## src/rtl/reorder_buffer.sv

```systemverilog
// In-order reorder buffer: 2-wide allocate, 3-port writeback, 2-wide in-order commit.
// Optional `ROB_FLUSH_EN adds a flush input that empties the buffer at the next edge.
module reorder_buffer #(
  parameter int DEPTH  = 16,
  parameter int IDX_W  = 4,
  parameter int PREG_W = 6,
  parameter int DATA_W = 32
) (
  input  logic                  clk,
  input  logic                  rst_n,
`ifdef ROB_FLUSH_EN
  input  logic                  flush,
`endif
  input  logic [1:0]            alloc_valid,
  input  logic [2*PREG_W-1:0]   alloc_rd,
  input  logic [2*PREG_W-1:0]   alloc_old_rd,
  input  logic [1:0]            alloc_regwrite,
  output logic                  alloc_ready,
  output logic [2*IDX_W-1:0]    alloc_idx,
  input  logic [2:0]            wb_valid,
  input  logic [3*IDX_W-1:0]    wb_idx,
  input  logic [3*DATA_W-1:0]   wb_data,
  output logic [1:0]            commit_valid,
  output logic [2*PREG_W-1:0]   commit_rd,
  output logic [2*PREG_W-1:0]   commit_old_rd,
  output logic [2*DATA_W-1:0]   commit_data,
  output logic [1:0]            commit_regwrite,
  output logic [IDX_W:0]        count
);

  localparam int CNT_W = IDX_W + 1;
  localparam logic [IDX_W-1:0] IDX_ONE = IDX_W'(1);

  typedef struct packed {
    logic              valid;
    logic              done;
    logic [PREG_W-1:0] rd;
    logic [PREG_W-1:0] old_rd;
    logic              regwrite;
    logic [DATA_W-1:0] data;
  } entry_t;

  entry_t             rob_q [DEPTH];
  entry_t             rob_d [DEPTH];
  logic [IDX_W-1:0]   head_q, head_d, tail_q, tail_d;
  logic [CNT_W-1:0]   count_q, count_d;
  logic [1:0]         commit_valid_q, commit_valid_d;
  logic [2*PREG_W-1:0] commit_rd_q, commit_rd_d;
  logic [2*PREG_W-1:0] commit_old_rd_q, commit_old_rd_d;
  logic [2*DATA_W-1:0] commit_data_q, commit_data_d;
  logic [1:0]         commit_regwrite_q, commit_regwrite_d;

  logic [IDX_W-1:0]   head1, tail1, wb_i;
  logic               do_alloc, commit0, commit1;
  logic [CNT_W-1:0]   n_alloc, n_commit;

  // Readiness looks only at the registered count; same-cycle commits are not bypassed.
  assign alloc_ready     = (count_q <= CNT_W'(DEPTH - 2));
  assign tail1           = tail_q + IDX_ONE;
  assign alloc_idx       = {tail1, tail_q};
  assign count           = count_q;
  assign commit_valid    = commit_valid_q;
  assign commit_rd       = commit_rd_q;
  assign commit_old_rd   = commit_old_rd_q;
  assign commit_data     = commit_data_q;
  assign commit_regwrite = commit_regwrite_q;

  always_comb begin
    rob_d             = rob_q;
    head_d            = head_q;
    tail_d            = tail_q;
    count_d           = count_q;
    commit_valid_d    = '0;
    commit_rd_d       = '0;
    commit_old_rd_d   = '0;
    commit_data_d     = '0;
    commit_regwrite_d = '0;
    wb_i              = '0;
    head1    = head_q + IDX_ONE;
    do_alloc = alloc_ready && alloc_valid[0];
    n_alloc  = '0;
    if (do_alloc) n_alloc = alloc_valid[1] ? CNT_W'(2) : CNT_W'(1);
    commit0  = rob_q[head_q].valid && rob_q[head_q].done;
    commit1  = commit0 && rob_q[head1].valid && rob_q[head1].done;
    n_commit = commit1 ? CNT_W'(2) : (commit0 ? CNT_W'(1) : CNT_W'(0));

    // Ascending FU order so the highest-numbered FU wins on an index collision.
    for (int f = 0; f < 3; f++) begin
      wb_i = wb_idx[f*IDX_W +: IDX_W];
      if (wb_valid[f] && rob_q[wb_i].valid) begin
        rob_d[wb_i].done = 1'b1;
        rob_d[wb_i].data = wb_data[f*DATA_W +: DATA_W];
      end
    end

    if (commit0) begin
      commit_valid_d[0]               = 1'b1;
      commit_rd_d[0 +: PREG_W]        = rob_q[head_q].rd;
      commit_old_rd_d[0 +: PREG_W]    = rob_q[head_q].regwrite ? rob_q[head_q].old_rd : '0;
      commit_data_d[0 +: DATA_W]      = rob_q[head_q].data;
      commit_regwrite_d[0]            = rob_q[head_q].regwrite;
      rob_d[head_q]                   = '0;
    end
    if (commit1) begin
      commit_valid_d[1]               = 1'b1;
      commit_rd_d[PREG_W +: PREG_W]   = rob_q[head1].rd;
      commit_old_rd_d[PREG_W +: PREG_W] = rob_q[head1].regwrite ? rob_q[head1].old_rd : '0;
      commit_data_d[DATA_W +: DATA_W] = rob_q[head1].data;
      commit_regwrite_d[1]            = rob_q[head1].regwrite;
      rob_d[head1]                    = '0;
    end

    // Allocation needs two free slots pre-edge, so it never lands on a committing entry.
    if (do_alloc) begin
      rob_d[tail_q].valid    = 1'b1;
      rob_d[tail_q].done     = 1'b0;
      rob_d[tail_q].rd       = alloc_rd[0 +: PREG_W];
      rob_d[tail_q].old_rd   = alloc_old_rd[0 +: PREG_W];
      rob_d[tail_q].regwrite = alloc_regwrite[0];
      rob_d[tail_q].data     = '0;
      if (alloc_valid[1]) begin
        rob_d[tail1].valid    = 1'b1;
        rob_d[tail1].done     = 1'b0;
        rob_d[tail1].rd       = alloc_rd[PREG_W +: PREG_W];
        rob_d[tail1].old_rd   = alloc_old_rd[PREG_W +: PREG_W];
        rob_d[tail1].regwrite = alloc_regwrite[1];
        rob_d[tail1].data     = '0;
      end
    end

    head_d  = head_q + n_commit[IDX_W-1:0];
    tail_d  = tail_q + n_alloc[IDX_W-1:0];
    count_d = count_q + n_alloc - n_commit;

`ifdef ROB_FLUSH_EN
    if (flush) begin
      for (int i = 0; i < DEPTH; i++) rob_d[i] = '0;
      head_d            = '0;
      tail_d            = '0;
      count_d           = '0;
      commit_valid_d    = '0;
      commit_rd_d       = '0;
      commit_old_rd_d   = '0;
      commit_data_d     = '0;
      commit_regwrite_d = '0;
    end
`endif
  end

  always_ff @(posedge clk or negedge rst_n) begin
    if (!rst_n) begin
      for (int i = 0; i < DEPTH; i++) rob_q[i] <= '0;
      head_q            <= '0;
      tail_q            <= '0;
      count_q           <= '0;
      commit_valid_q    <= '0;
      commit_rd_q       <= '0;
      commit_old_rd_q   <= '0;
      commit_data_q     <= '0;
      commit_regwrite_q <= '0;
    end else begin
      for (int i = 0; i < DEPTH; i++) rob_q[i] <= rob_d[i];
      head_q            <= head_d;
      tail_q            <= tail_d;
      count_q           <= count_d;
      commit_valid_q    <= commit_valid_d;
      commit_rd_q       <= commit_rd_d;
      commit_old_rd_q   <= commit_old_rd_d;
      commit_data_q     <= commit_data_d;
      commit_regwrite_q <= commit_regwrite_d;
    end
  end

endmodule

```

## config.mk

```make
export PLATFORM = sky130hd
export DESIGN_NAME = reorder_buffer
export DESIGN_NICKNAME = d
export VERILOG_FILES = /design/src/rtl/reorder_buffer.sv
export SDC_FILE = /design/constraint.sdc
export NUM_CORES = 2
export LEC_CHECK = 0
export CORE_AREA = 2 2 262 394
export DETAILED_ROUTE_END_ITERATION = 10
export DIE_AREA = 0 0 264 396
export PLACE_DENSITY_LB_ADDON = 0.25
export SLEW_MARGIN = 20
export SYNTH_ARGS = -nofsm -noshare
export SYNTH_HDL_FRONTEND = slang
export SYNTH_SLANG_ARGS = --single-unit
```

## constraint.sdc

```tcl
create_clock -name clk -period 11.7 [get_ports clk]
set_input_delay 2.925 -clock clk [delete_from_list [all_inputs] [get_ports clk]]
set_output_delay 2.925 -clock clk [all_outputs]
set_load 0.02 [all_outputs]
```

==> impl_metrics.yaml <==
sta:
  finalCritPeriodShare_pct: 51.37
  setup_violations: 0
  final_max_slew_viol_count: 0
  worstMarginPinSlew_ns: 1.229
  max_freq_mhz: 166.4
  clock_skew_ns: 0.05807
  min_period_ns: 6.010
  hold_viol: 0
  grt_setup_unrepaired: "no"
  fin_tns_setup_ns: 0
  relSlewSlack_pct: 18.09
synth:
  ys_ff_latch: 857
  synth_area_sq_um: 58320
  synthesis.instances: 5728
  synthTopCellsByArea: "dfrtp_1, mux4_2, mux2i_1"
  yosysUniqueCellTypes: 79
  synth-edff-count: 0
  synth_area_per_cell_sq_um: 10.18
  netlist.area_leader.share_pct: 36.77
  post-synth-top-count-cell: "nor2_1"
  synth_top_area_cell: "dfrtp_1"
  synthArstFlopShare_pct: 100.0
  syn-num-nets: 5897
  ys_seq_area_share_pct: 36.77
  synth_top_cells_by_count: "nor2_1, dfrtp_1, mux2i_1, a21oi_1, clkbuf_1"
  yosys_warnings: 0
  synthFlopType: "dfrtp_1"
placement:
  dp_hpwl_um: 141800
  gp_congestion: 0.9841
  io_buffers: 246
clocking:
  hold_buffers: 0
  clock_path_buffers: 3
  cts.reportedPaths.clkPinSlew_ns: 0.06
  postCtsSetupBuffers: 0
  cts_tree: "yes"
  htreeDepth: 3
  cts_sinks: 857
  insertion_delay_ns: 0.73
  cts_resized: 0
  cts_root_buf: "clkbuf_16"
  numCtsBuffers: 89
drt:
  route.vias.total: 53350
  ant_nets: 0
  drc_errors: 0
  routed_via_density: 7.761
  drt-total-wl_um: 243500
  post_drt_wl_per_cell_um: 35.42
  dr.pass1.iters: 9
  drtIter0Drc: 9593
critical_path:
  critPathKind: "input pin to flop"
  arrival_ns: 6.54
  setup.worst_path.start_class: "input pin"
  cp.required_ns: 12.23
  endpoint_kind: "flop"
  path_max_fanout: 35
grt:
  grt_pass1_vias: 51650
  grt_usage_pct: 46.20
  overflow: 0
  grt_max_degree: 163
  grt_antenna_before_repair: 58
  grt_pass1_wl_um: 353900
die:
  die_y_um: 396
  fp-row-count: 143
  dieArea_sq_um: 104500
  coreArea_sq_um: 100900
  io_pins: 247
  initial_utilization_pct: 57.79
  die_w_um: 264
layout:
  nFillCells: 8077
  drive_gt1_share_pct: 16.20
  areaGrowthSynthToFinish_pct: 9.642
  final_nets: 5616
  final_util_pct: 63.36
power_and_ir_drop:
  irDropWorstVdd_mv: 0.4010
  power_mw: 19.33
  p_per_area_nw_per_um2: 302.3
  p_leak_nw: 26.74
flow_run:
  cap_viol_max_count: 0
status:
  status: "finished, final reports clean"
min_path:
  hp-class: "flop to flop"
[cells in the final DEF (no fill, tap or decap), drive strengths merged, types with 65 or more instances in the layout]
| master | instances |
|---|---|
| nor2 | 909 |
| dfrtp | 857 |
| mux2i | 720 |
| a21oi | 643 |
| mux4 | 455 |
| a211oi | 428 |
| clkdlybuf4s50 | 245 |
| clkbuf | 138 |
| o21ai | 120 |
| buf | 116 |
| inv | 114 |
| nand2 | 113 |
| and3 | 102 |
| o22ai | 88 |
| nor3 | 74 |
| o2bb2ai | 65 |
[final timing paths]
kind	from	endpoint	slack, ns	depth (start not counted)
min in group asynchronous	rst_n	count[4]$_DFF_PN0_	2.26	1
max in group asynchronous	rst_n	rob_q[26]$_DFF_PN0_	7.00	3
hold / removal	rob_q[139]$_DFF_PN0_	rob_q[139]$_DFF_PN0_	0.50	2
hold reg to reg	rob_q[139]$_DFF_PN0_	rob_q[139]$_DFF_PN0_	0.50	2
setup reg to reg	head_q[0]$_DFF_PN0_	count[4]$_DFF_PN0_	6.05	14
setup / recovery	alloc_valid[1]	rob_q[316]$_DFF_PN0_	5.69	9
[state kept, by name, indices dropped and copies added, names as in the netlist]
signal and count:
commit_regwrite 2, commit_valid 2, tail_q 4, head_q 4
commit_old_rd 12, commit_data 64, count 5, commit_rd 12
rob_q 752
[worst max-delay path, cell delays in order]
cell             delay, ns
clkdlybuf4s50_1       0.46
buf_4                 0.20
nand2_1               0.09
nor2_1                0.20
nand2_1               0.63
a21o_1                0.68
o211ai_4              0.45
buf_4                 0.68
o22ai_1               0.17
[stage by stage]
step | area (sq um) | hold slack, ns | instances | worst slack, ns
after CTS | 63750 | 0.5051 | 6820 | 5.704
after global routing | 63920 | 0.5237 | 6864 | 5.650
after global placement | 60670 | 0.4818 | 6654 | 5.162
after detailed placement | 60760 | 0.4934 | 6657 | 5.138
final | 63940 | 0.5019 | 6874 | 5.690
after floorplan | 58320 | 0.4638 | 5728 | 6.397
[power by group]
| part | switching, mW | leakage, nW | internal [mW] |
|---|---|---|---|
| clock | 1.34 | 1.45 | 1.67 |
| combinational | 6.06 | 14.2 | 4.77 |
| sequential | 1.28 | 11.0 | 4.22 |
[cells by family (layout without fill, tap and decap cells)]
kind of cell,count (synthesis),count (layout),synth area share (%)
AO/OA/AOI/OAI,1438,1438,15.73
AND/OR/NAND/NOR,1345,1345,10.13
multiplexers,1203,1203,30.47
flip-flops,857,857,36.77
buffers and inverters,844,635,6.020
adder cells (fa/ha/maj),28,28,0.6522
XOR/XNOR,13,13,0.2210
other,0,50,0
[cell type report]
cell class | instances | area [sq um] | area share [%]
Antenna cell | 50 | 125.1 | 0.1957
Sequential cell | 857 | 21460 | 33.56
Clock buffer | 137 | 2680 | 4.191
Tap cell | 1305 | 1633 | 2.554
Clock inverter | 26 | 301.5 | 0.4716
Multi-Input combinational cell | 4027 | 33850 | 52.93
Timing Repair Buffer | 362 | 3482 | 5.446
Inverter | 110 | 415.4 | 0.6496
[per-layer routing]
metal  vias to the layer above  GRT usage (%)  share of wire, %
met5                         -         0.2796             0.071
met4                        26          44.23                11
met3                      1564          15.87                14
met2                      5075          66.76                43
met1                     25980          53.34                31
li1                      20710              -                 -
(Power assumes the default switching activity.)
